[src/rtl/spmv_pkg.sv]
// Shared SpMV definitions: FloPoCo exception encodings, 66-bit field offsets,
// the y_writer state encoding and the FloPoCo -> IEEE-754 double conversion.
package spmv_pkg;

    typedef enum logic [1:0] {
        EXN_ZERO   = 2'b00,
        EXN_NORMAL = 2'b01,
        EXN_INF    = 2'b10,
        EXN_NAN    = 2'b11
    } exn_t;

    localparam int FP_EXN_LO = 64;
    localparam int FP_SIGN   = 63;
    localparam int FP_EXP_LO = 52;
    localparam int FP_EXP_W  = 11;
    localparam int FP_FRAC_W = 52;

    localparam logic [63:0] IEEE_QNAN = 64'h7FF8_0000_0000_0000;

    typedef enum logic [1:0] {
        ST_IDLE,
        ST_RUN,
        ST_DRAIN,
        ST_DONE
    } yw_state_t;

    // FloPoCo carries specials in the exn field, so the exponent/fraction
    // bits are only meaningful for normals.
    function automatic logic [63:0] flopoco_to_ieee(input logic [65:0] v);
        exn_t exn;
        logic sign;
        exn  = exn_t'(v[FP_EXN_LO +: 2]);
        sign = v[FP_SIGN];
        case (exn)
            EXN_ZERO:   return {sign, 63'b0};
            EXN_NORMAL: return {sign, v[FP_EXP_LO +: FP_EXP_W], v[0 +: FP_FRAC_W]};
            EXN_INF:    return {sign, 11'h7FF, 52'b0};
            default:    return IEEE_QNAN;
        endcase
    endfunction

endpackage

[src/rtl/y_writer_if.sv]
// Result-row push port from the intermediator plus the store-request port
// toward the memory controller.
interface y_writer_if #(
    parameter int ADDR_W = 48
);
    logic              push_to_y;
    logic [65:0]       v_to_y;
    logic              eof;
    logic              stall_out;
    logic              mem_req_st;
    logic [ADDR_W-1:0] mem_req_addr;
    logic [63:0]       mem_req_data;
    logic              mem_req_stall;

    modport master (
        output push_to_y, v_to_y, eof, mem_req_stall,
        input  stall_out, mem_req_st, mem_req_addr, mem_req_data
    );

    modport slave (
        input  push_to_y, v_to_y, eof, mem_req_stall,
        output stall_out, mem_req_st, mem_req_addr, mem_req_data
    );
endinterface

[src/rtl/std_fifo.sv]
// Synchronous show-ahead FIFO; a write on a full FIFO is accepted when a read
// in the same cycle frees a slot. DEPTH must be a power of 2.
module std_fifo #(
    parameter int WIDTH             = 64,
    parameter int DEPTH             = 32,
    parameter int ALMOST_FULL_COUNT = 24
) (
    input  logic             clk,
    input  logic             rst,
    input  logic             wr_en,
    input  logic [WIDTH-1:0] wr_data,
    input  logic             rd_en,
    output logic [WIDTH-1:0] rd_data,
    output logic             full,
    output logic             empty,
    output logic             almost_full
);
    localparam int AW = $clog2(DEPTH);
    localparam int CW = $clog2(DEPTH + 1);

    logic [WIDTH-1:0] mem [DEPTH];
    logic [AW-1:0]    wr_ptr;
    logic [AW-1:0]    rd_ptr;
    logic [CW-1:0]    count;
    logic             wr_ok;
    logic             rd_ok;

    assign rd_ok       = rd_en && !empty;
    assign wr_ok       = wr_en && (!full || rd_ok);
    assign full        = (count == CW'(DEPTH));
    assign empty       = (count == '0);
    assign almost_full = (count >= CW'(ALMOST_FULL_COUNT));
    assign rd_data     = mem[rd_ptr];

    always_ff @(posedge clk) begin
        if (rst) begin
            wr_ptr <= '0;
            rd_ptr <= '0;
            count  <= '0;
        end else begin
            if (wr_ok) wr_ptr <= wr_ptr + AW'(1);
            if (rd_ok) rd_ptr <= rd_ptr + AW'(1);
            case ({wr_ok, rd_ok})
                2'b10:   count <= count + CW'(1);
                2'b01:   count <= count - CW'(1);
                default: count <= count;
            endcase
        end
    end

    always_ff @(posedge clk) begin
        if (wr_ok) mem[wr_ptr] <= wr_data;
    end

endmodule

[src/rtl/y_writer.sv]
// Buffers converted result-row values and streams them out as sequential
// 64-bit stores at base_addr + 8*i, pulsing done once the run has drained.
module y_writer
    import spmv_pkg::*;
#(
    parameter int FIFO_DEPTH  = 32,
    parameter int ALMOST_FULL = 24,
    parameter int ADDR_W      = 48,
    parameter int CNT_W       = 32
) (
    input  logic              clk,
    input  logic              rst,
    input  logic              start,
    input  logic [ADDR_W-1:0] base_addr,
    y_writer_if.slave         bus,
    output logic              done,
    output logic [CNT_W-1:0]  stored_count,
    output logic              overflow_err,
    output logic              protocol_err
);
    yw_state_t         state;
    yw_state_t         state_nxt;
    logic              in_run;
    logic              active;
    logic              wr_en;
    logic              rd_en;
    logic              full;
    logic              empty;
    logic              almost_full;
    logic [63:0]       wr_data;
    logic [63:0]       rd_data;
    logic              vld_p1;
    logic [63:0]       data_p1;
    logic [ADDR_W-1:0] addr;

    assign in_run  = (state == ST_RUN);
    assign active  = (state == ST_RUN) || (state == ST_DRAIN);
    assign wr_en   = bus.push_to_y && in_run;
    assign wr_data = flopoco_to_ieee(bus.v_to_y);
    assign rd_en   = !empty && !bus.mem_req_stall && active;

    std_fifo #(
        .WIDTH            (64),
        .DEPTH            (FIFO_DEPTH),
        .ALMOST_FULL_COUNT(ALMOST_FULL)
    ) u_fifo (
        .clk        (clk),
        .rst        (rst),
        .wr_en      (wr_en),
        .wr_data    (wr_data),
        .rd_en      (rd_en),
        .rd_data    (rd_data),
        .full       (full),
        .empty      (empty),
        .almost_full(almost_full)
    );

    // DRAIN waits out the registered store so done never precedes it.
    always_comb begin
        state_nxt = state;
        case (state)
            ST_IDLE:  if (start) state_nxt = ST_RUN;
            ST_RUN:   if (bus.eof) state_nxt = ST_DRAIN;
            ST_DRAIN: if (empty && !vld_p1) state_nxt = ST_DONE;
            ST_DONE:  state_nxt = ST_IDLE;
            default:  state_nxt = ST_IDLE;
        endcase
    end

    always_ff @(posedge clk) begin
        if (rst) begin
            state        <= ST_IDLE;
            vld_p1       <= 1'b0;
            addr         <= '0;
            stored_count <= '0;
            overflow_err <= 1'b0;
            protocol_err <= 1'b0;
        end else begin
            state  <= state_nxt;
            vld_p1 <= rd_en;
            if (state == ST_IDLE && start) begin
                addr         <= base_addr;
                stored_count <= '0;
            end else if (vld_p1) begin
                addr         <= addr + ADDR_W'(8);
                stored_count <= stored_count + CNT_W'(1);
            end
            if (wr_en && full && !rd_en) overflow_err <= 1'b1;
            if ((bus.push_to_y || bus.eof) && !in_run) protocol_err <= 1'b1;
        end
    end

    // p0 -> p1: popped FIFO head registered as the store payload
    always_ff @(posedge clk) begin
        if (rd_en) data_p1 <= rd_data;
    end

    assign bus.mem_req_st   = vld_p1;
    assign bus.mem_req_addr = addr;
    assign bus.mem_req_data = vld_p1 ? data_p1 : 64'd0;
    assign bus.stall_out    = almost_full;
    assign done             = (state == ST_DONE);

endmodule
[src/flat_wrapper.sv]
// flat-port wrapper written by rule: the top's interface ports become plain ports
module y_writer_flat import spmv_pkg::*;
#(
    parameter int FIFO_DEPTH  = 32,
    parameter int ALMOST_FULL = 24,
    parameter int ADDR_W      = 48,
    parameter int CNT_W       = 32
)
  (clk, rst, start, base_addr, done, stored_count, overflow_err, protocol_err, bus_push_to_y, bus_v_to_y, bus_eof, bus_mem_req_stall, bus_stall_out, bus_mem_req_st, bus_mem_req_addr, bus_mem_req_data);
  y_writer_if #(.ADDR_W(ADDR_W)) bus_i ();
  input  logic clk;
  input  logic rst;
  input  logic start;
  input  logic [ADDR_W-1:0] base_addr;
  output logic done;
  output logic [CNT_W-1:0] stored_count;
  output logic overflow_err;
  output logic protocol_err;
  input wire logic [$bits(bus_i.push_to_y)-1:0] bus_push_to_y;
  input wire logic [$bits(bus_i.v_to_y)-1:0] bus_v_to_y;
  input wire logic [$bits(bus_i.eof)-1:0] bus_eof;
  input wire logic [$bits(bus_i.mem_req_stall)-1:0] bus_mem_req_stall;
  output wire logic [$bits(bus_i.stall_out)-1:0] bus_stall_out;
  output wire logic [$bits(bus_i.mem_req_st)-1:0] bus_mem_req_st;
  output wire logic [$bits(bus_i.mem_req_addr)-1:0] bus_mem_req_addr;
  output wire logic [$bits(bus_i.mem_req_data)-1:0] bus_mem_req_data;
  assign bus_i.push_to_y = bus_push_to_y;
  assign bus_i.v_to_y = bus_v_to_y;
  assign bus_i.eof = bus_eof;
  assign bus_i.mem_req_stall = bus_mem_req_stall;
  assign bus_stall_out = bus_i.stall_out;
  assign bus_mem_req_st = bus_i.mem_req_st;
  assign bus_mem_req_addr = bus_i.mem_req_addr;
  assign bus_mem_req_data = bus_i.mem_req_data;
  y_writer #(.FIFO_DEPTH(FIFO_DEPTH), .ALMOST_FULL(ALMOST_FULL), .ADDR_W(ADDR_W), .CNT_W(CNT_W)) u_core (.clk(clk), .rst(rst), .start(start), .base_addr(base_addr), .bus(bus_i), .done(done), .stored_count(stored_count), .overflow_err(overflow_err), .protocol_err(protocol_err));
endmodule
[config.mk]
export PLATFORM = sky130hd
export DESIGN_NAME = y_writer_flat
export DESIGN_NICKNAME = d
export VERILOG_FILES = /design/src/rtl/spmv_pkg.sv /design/src/rtl/y_writer_if.sv /design/src/rtl/std_fifo.sv /design/src/rtl/y_writer.sv /design/src/flat_wrapper.sv
export SDC_FILE = /design/constraint.sdc
export NUM_CORES = 2
export LEC_CHECK = 0
export CORE_MARGIN = 4
export CORE_UTILIZATION = 32
export CTS_BUF_LIST = sky130_fd_sc_hd__clkbuf_8 sky130_fd_sc_hd__clkbuf_16
export DETAILED_ROUTE_END_ITERATION = 12
export GPL_ROUTABILITY_DRIVEN = 1
export PLACE_DENSITY = 0.44
export SLEW_MARGIN = 25
export SYNTH_ARGS = -nofsm -noshare
export SYNTH_HDL_FRONTEND = slang
export SYNTH_SLANG_ARGS = --single-unit
[constraint.sdc]
create_clock -name clk -period 15.2 [get_ports clk]
set_clock_uncertainty 0.15 [all_clocks]
set_input_delay 1.52 -clock clk [delete_from_list [all_inputs] [get_ports clk]]
set_output_delay 1.52 -clock clk [all_outputs]
set_load 0.01 [all_outputs]
Word level (Yosys, flattened, before mapping)
Memories as Yosys holds them, arrays and structs flattened. A register that Yosys moved wholly into a read port is not among the register bits.
Index checks and enable logic that the tools add are counted.
- logic and storage cells: 65
- register bits after elaboration: 101
- RAM bits: 2048
- output and inout port bits: 149
- memories kept: 1
- multiplexer cells: 11
- $add $sub $neg: 6
- $lt $le $gt $ge: 1
- eq/ne operators: 11
- reductions and logical operators: 26
- memory list (name ; words ; bits a word ; read ports ; clocked after Yosys merged registers in ; wr ports ; line ; text):
    u_core.u_fifo.mem ; 32 ; 64 ; 1 ; 1 ; 1 ; std_fifo.sv:21 ; logic [WIDTH-1:0] mem [DEPTH];
- operator list (operator ; count):
    case mux 64 bit (3 select lines) ; 1
    two-way mux 48 bit ; 2
    two-way mux 64 bit ; 1
    adder 48 x 4 -> 48 bit (second input constant) ; 1
    adder 32 x 1 -> 32 bit (second input constant) ; 1
    case mux 6 bit (2 select lines) ; 1
    adder 5 x 1 -> 5 bit (second input constant) ; 2
    logical AND 1 bit ; 10
    equality test 2 bit (second input constant) ; 4
    case mux 2 bit (4 select lines) ; 1
    adder 6 x 1 -> 6 bit (second input constant) ; 1
    equality test 2 x 1 -> 1 bit (second input constant) ; 3
    equality test 6 bit (second input constant) ; 1
    >= comparator 6 x 5 -> 1 bit (second input constant) ; 1
    zero test 1 bit ; 6
    zero test 6 bit ; 1
    two-way mux 2 bit ; 3
    != test 2 bit (second input constant) ; 3
    subtractor 6 x 1 -> 6 bit (second input constant) ; 1
    zero test 2 bit ; 2
    nonzero test 2 bit ; 2
    logical OR 1 bit ; 3
    AND reduction 3 bit ; 1
    two-way mux 1 bit ; 2
    OR reduction 2 bit ; 1

Longest topological paths before layout
- depth after elaboration: 9
- depth in mapped cells: 11
- gate-level depth less buffers: 11

Cells and area by module
Synthesis repeated with hierarchy kept, for this count alone.
- cells, all modules: 3883
- area total of the unflattened synthesis: 85783.5 um^2
- by module, submodules not included (module ; area an instance (um^2) ; instances ; cells each ; sequential area each (um^2)):
    std_fifo ; 78764.3 ; 1 ; 3168 ; 61919.4
    y_writer ; 7019.2 ; 1 ; 715 ; 3623.5

Worst setup path after synthesis
OpenSTA, ideal clock, no wires.
- kind: input -> register
- start point: in bus_mem_req_stall
- end point: reg u_core.u_fifo.rd_ptr[4]
- cell stages on the path: 5
- library setup time: 0.128 ns
- arrival: 5.726 ns
- path buffers: 0
- path slack: 9.196 ns
- required time: 14.922 ns
- cells stage by stage: nand2b_1 a21oi_1 nand4_1 xor2_1 nor2_1
- longest elaborated chain between the ends: 4
- RTL lines (element ; line ; text):
    start, declared ; flat_wrapper.sv:22 ; input wire logic [$bits(bus_i.mem_req_stall)-1:0] bus_mem_req_stall;
    zero test 1 bit ; y_writer.sv:40 ; assign rd_en = !empty && !bus.mem_req_stall && active;
    logical AND 1 bit (2 in series) ; y_writer.sv:40 ;
    net u_core.rd_en ; y_writer.sv:26 ; logic rd_en;
    logical AND 1 bit ; std_fifo.sv:28 ; assign rd_ok = rd_en && !empty;
    end signal, assigned ; std_fifo.sv:42 ; if (rd_ok) rd_ptr <= rd_ptr + AW'(1);
    end, declared ; std_fifo.sv:23 ; logic [AW-1:0] rd_ptr;
The timed path passes the listed nets, and every way through them passes these cells.
A chain may end at the register's enable or synchronous reset.

Worst setup path in the final report
- start point: in bus_mem_req_stall
- end point: mem u_core.u_fifo.mem[31][25] (enable)
- longest elaborated chain between the ends: 8
- RTL lines (element ; line ; text):
    zero test 1 bit ; y_writer.sv:40 ;
    logical AND 1 bit (2 in series) ; y_writer.sv:40 ;
    logical AND 1 bit ; std_fifo.sv:28 ;
    logical OR 1 bit ; std_fifo.sv:29 ; assign wr_ok = wr_en && (!full || rd_ok);
    logical AND 1 bit ; std_fifo.sv:29 ;
    two-way mux 1 bit ; std_fifo.sv:52 ; if (wr_ok) mem[wr_ptr] <= wr_data;
    two-way mux 1 bit (implied by the code) ; std_fifo.sv:52 ;
    end, declared ; std_fifo.sv:21 ;
Every way passes these cells.

==> reports/metrics.csv <==
stage;metric;value;unit
status;status;finished, final reports clean;
power;leakage power;29.62;nW
setup_path;R2R Path End;u_core.u_fifo.mem[31][25]$_DFFE_PP_;
setup_path;Max stage delay cell, worst path;nor2_4;
sta;unrepaired setup endpoints after global routing;false;
setup_path;crit path capture type;flip-flop;
sta;Tmin final;5.401;ns
routing;drt wl/cell;28.88;um
clocking;H-tree levels;4;
final_layout;nets;4473;
synthesis;Post-Syn Area;85570;um^2
final_layout;filler instances;23955;
synthesis;Synth Register Bits;2213;
routing;Post-DRT Antenna Nets;0;
synthesis;Post-synth top cells;edfxtp_1 (2112), mux4_2 (552), mux2i_1 (127), and2_1 (120), clkbuf_1 (118);
worst_hold_path;worst hold path class;flip-flop to flip-flop;
place;Area after DPL;93160;um^2
clocking;Post-CTS Setup Repair Bufs;0;
clocking;CTS max path bufs;3;
setup_path;RR Startpoint;u_core.state[1]$_SDFFE_PP0P_;
sta;Slew HR;0.3142;
sta;Fmax;0.1851;GHz
routing;starting DRC count in detailed routing;3493;
setup_path;FF-to-FF setup slack;10.24;ns
routing;Total Routed Length;233300;um
setup_path;CP startpoint;bus_mem_req_stall;
place;HPWL Detailed;131100;um
power;PD cells;140.6;nW/um^2
floorplanning;Core Footprint;265600;um^2
setup_path;worst r2r path cells;8;
routing;Vias/cell;5.048;
synthesis;Post-synth EDFFs;2112;
floorplanning;Ports;269;
synthesis;top-count cell post-synth;edfxtp_1;
sta;Hold Vio Cnt, Final;0;
clocking;clock root cell;clkbuf_16;
global_route;vias in the first global route;42651;
floorplanning;DIE WIDTH;525.1;um
clocking;CTS buffer count;235;
floorplanning;row count;189;
sta;Setup TNS;0;ns
flow_run;max cap viols;0;
clocking;Resized Gates After CTS;0;
floorplanning;Die Y;525.1;um
clocking;clock sink count;2213;
sta;Slew Limit Fails;0;
setup_path;arrival time worst endpoint;5.73;ns
final_layout;Final Cell Area;100800;um^2
sta;Hold Slack;0.3081;ns
final_layout;P&R area growth vs syn;17.84;%
setup_path;critical path's top delay family;simple AND/OR/NAND/NOR gates;
place;RD Place Congestion;0.7488;
floorplanning;DIE AREA;275800;um^2
power;Max rail drop VDD;0.0001383;V
setup_path;chain of cells forming the critical path;clkdlybuf4s50_1 > nand2b_1 > a41oi_2 > nand2_1 > nor2_4 > buf_4 > buf_4;
global_route;total grt overflow;0;
global_route;global-route wire length before repair;331700;um
final_layout;layout cells sized above 1;0.2575;
synthesis;cell accounting for the most synthesized area;edfxtp_1;
sta;final setup fails;0;
setup_path;crit path buf inv count;3;
synthesis;share of flip-flops with an asynchronous set or reset;0;
synthesis;Synth warnings;0;
global_route;GRT Total Usage;0.1672;
synthesis;Post-Synthesis Cells;3928;
routing;total number of vias;40781;
global_route;largest net degree at the start of global routing;127;
clocking;CTS tree;yes;
synthesis;mean post-synth cell area;21.79;um^2
synthesis;Top FF cell, synth;edfxtp_1;
setup_path;CP Depth;7;
clocking;hold buffers post-CTS;0;
synthesis;syn_nets;4061;
setup_path;Worst Path Class, Setup;input port to flip-flop;
setup_path;CP Launch Type;input port;
setup_path;Crit Path Max Fanout;26;
sta;Period Utilization, post-route;0.3553;
global_route;initial antenna violation count;19;
setup_path;Worst setup endpoint;u_core.u_fifo.mem[31][25]$_DFFE_PP_;
place;Port Buffers;268;
clocking;clock slew at reported path FFs;0.06;ns
sta;Worst-Margin Slew;1.029;ns
floorplanning;Initial Utilization;0.3222;
setup_path;CP most frequent cell;buf_4;
synthesis;Yosys cell types;53;
setup_path;Req. time, crit path;15.53;ns
setup_path;worst stage delay on the critical path;0.93;ns
clocking;latest clock arrival within the worst-skew pair;0.86;ns
synthesis;Yosys top cell area share;0.7411;
synthesis;Synth area leaders;edfxtp_1 (74%), mux4_2 (15%), dfxtp_1 (2.4%);
synthesis;sequential area share after synthesis;0.7648;
routing;DRC Markers;0;
routing;DRT Pass-1 Iters;6;
## sequential cells by signal, summed over array words and instances, names as in the netlist, 2 cells and up
register and flops:
u_core.u_fifo.count 6, u_core.stored_count 32, u_core.state 2, u_core.u_fifo.rd_ptr 5
u_core.u_fifo.wr_ptr 5, u_core.data_p1 64, u_core.bus.mem_req_addr 48, u_core.u_fifo.mem 2048
## worst register-to-register path, cell delays in order, from the launching register on
cell	delay, ns
dfxtp_1	0.39
inv_1	0.10
ha_1	0.31
nand2b_1	0.19
a41oi_2	0.65
nand2_1	0.65
nor2_4	0.93
buf_4	0.58
buf_4	0.59
## worst min path at each step
stage / to / depth (start not counted) / slack [ns] / startpoint
floorplan: u_core.state[1]$_SDFFE_PP0P_ / 2 / 0.32 / u_core.state[1]$_SDFFE_PP0P_
global placement: u_core.bus.mem_req_addr[0]$_SDFFE_PP0P_ / 2 / 0.30 / u_core.bus.mem_req_addr[0]$_SDFFE_PP0P_
detailed placement: u_core.bus.mem_req_addr[2]$_SDFFE_PP0P_ / 2 / 0.31 / u_core.bus.mem_req_addr[2]$_SDFFE_PP0P_
CTS: u_core.bus.mem_req_addr[2]$_SDFFE_PP0P_ / 2 / 0.31 / u_core.bus.mem_req_addr[2]$_SDFFE_PP0P_
global route: u_core.bus.mem_req_addr[1]$_SDFFE_PP0P_ / 2 / 0.33 / u_core.bus.mem_req_addr[1]$_SDFFE_PP0P_
finish: u_core.bus.mem_req_addr[2]$_SDFFE_PP0P_ / 2 / 0.31 / u_core.bus.mem_req_addr[2]$_SDFFE_PP0P_
## stage by stage
stage	power (mW)	utilization	setup WS, ns	instances
2_1_floorplan	8.121	-	9.196	3928
6_report	14.18	0.3797	9.799	8079
4_1_cts	14.38	0.3794	9.759	8071
3_3_place_gp	8.730	0.3498	8.248	7623
3_5_place_dp	8.732	0.3508	8.843	7635
5_1_grt	14.76	0.3797	9.582	8073
## kinds of logic after synthesis
| kind of cell | synth area share |
|---|---|
| flip-flops | 0.7648 |
| multiplexers | 0.1699 |
| AND/OR/NAND/NOR | 0.02692 |
| buffers and inverters | 0.01148 |
| AO/OA/AOI/OAI | 0.01646 |
| XOR/XNOR | 0.008597 |
| adder cells (fa/ha/maj) | 0.001901 |
## placed cells by master (no fill, tap or decap), types with 21 or more instances in the layout
cell type and n:
edfxtp_1 2112, mux4_2 552, clkdlybuf4s50_1 267, clkbuf_16 239
mux2i_1 127, buf_4 98, dfxtp_1 95, and2_1 78
nor2_1 77, mux2_2 74, clkinv_1 72, inv_1 58
xor2_1 48, nand2_1 45, and2_2 42, a21oi_1 40
clkinv_2 38, nand4_1 37, xnor2_1 36, o21ai_0 35
nor2_4 32, nand3_1 30, o22ai_1 27, bufinv_16 23
nor3_1 21
## report_power, final
part	leakage [nW]	internal, mW	switching, mW	total, mW
Clock	3.88	3.23	2.39	5.62
Combinational	6.24	0.778	0.843	1.62
Sequential	19.5	6.82	0.118	6.93
## per-layer routing
metal	wire length (um)	vias up	GRT usage
met5	34	-	0
met4	4066	6	0.03450
met3	11750	276	0.03008
met2	109700	1095	0.2662
met1	107800	22091	0.2413
li1	-	17313	-
## layout make-up
| class | instances | area (um^2) | area share |
|---|---|---|---|
| Timing Repair Buffer | 389 | 3799 | 0.03767 |
| Multi-Input combinational cell | 1488 | 19510 | 0.1934 |
| Sequential cell | 2213 | 65460 | 0.6492 |
| Tap cell | 3533 | 4420 | 0.04384 |
| Clock inverter | 197 | 1607 | 0.01593 |
| Clock buffer | 239 | 5981 | 0.05931 |
| Inverter | 13 | 48.80 | 0.0004839 |
| Antenna cell | 7 | 17.52 | 0.0001737 |
No activity file was read; power rests on OpenSTA's default activity.
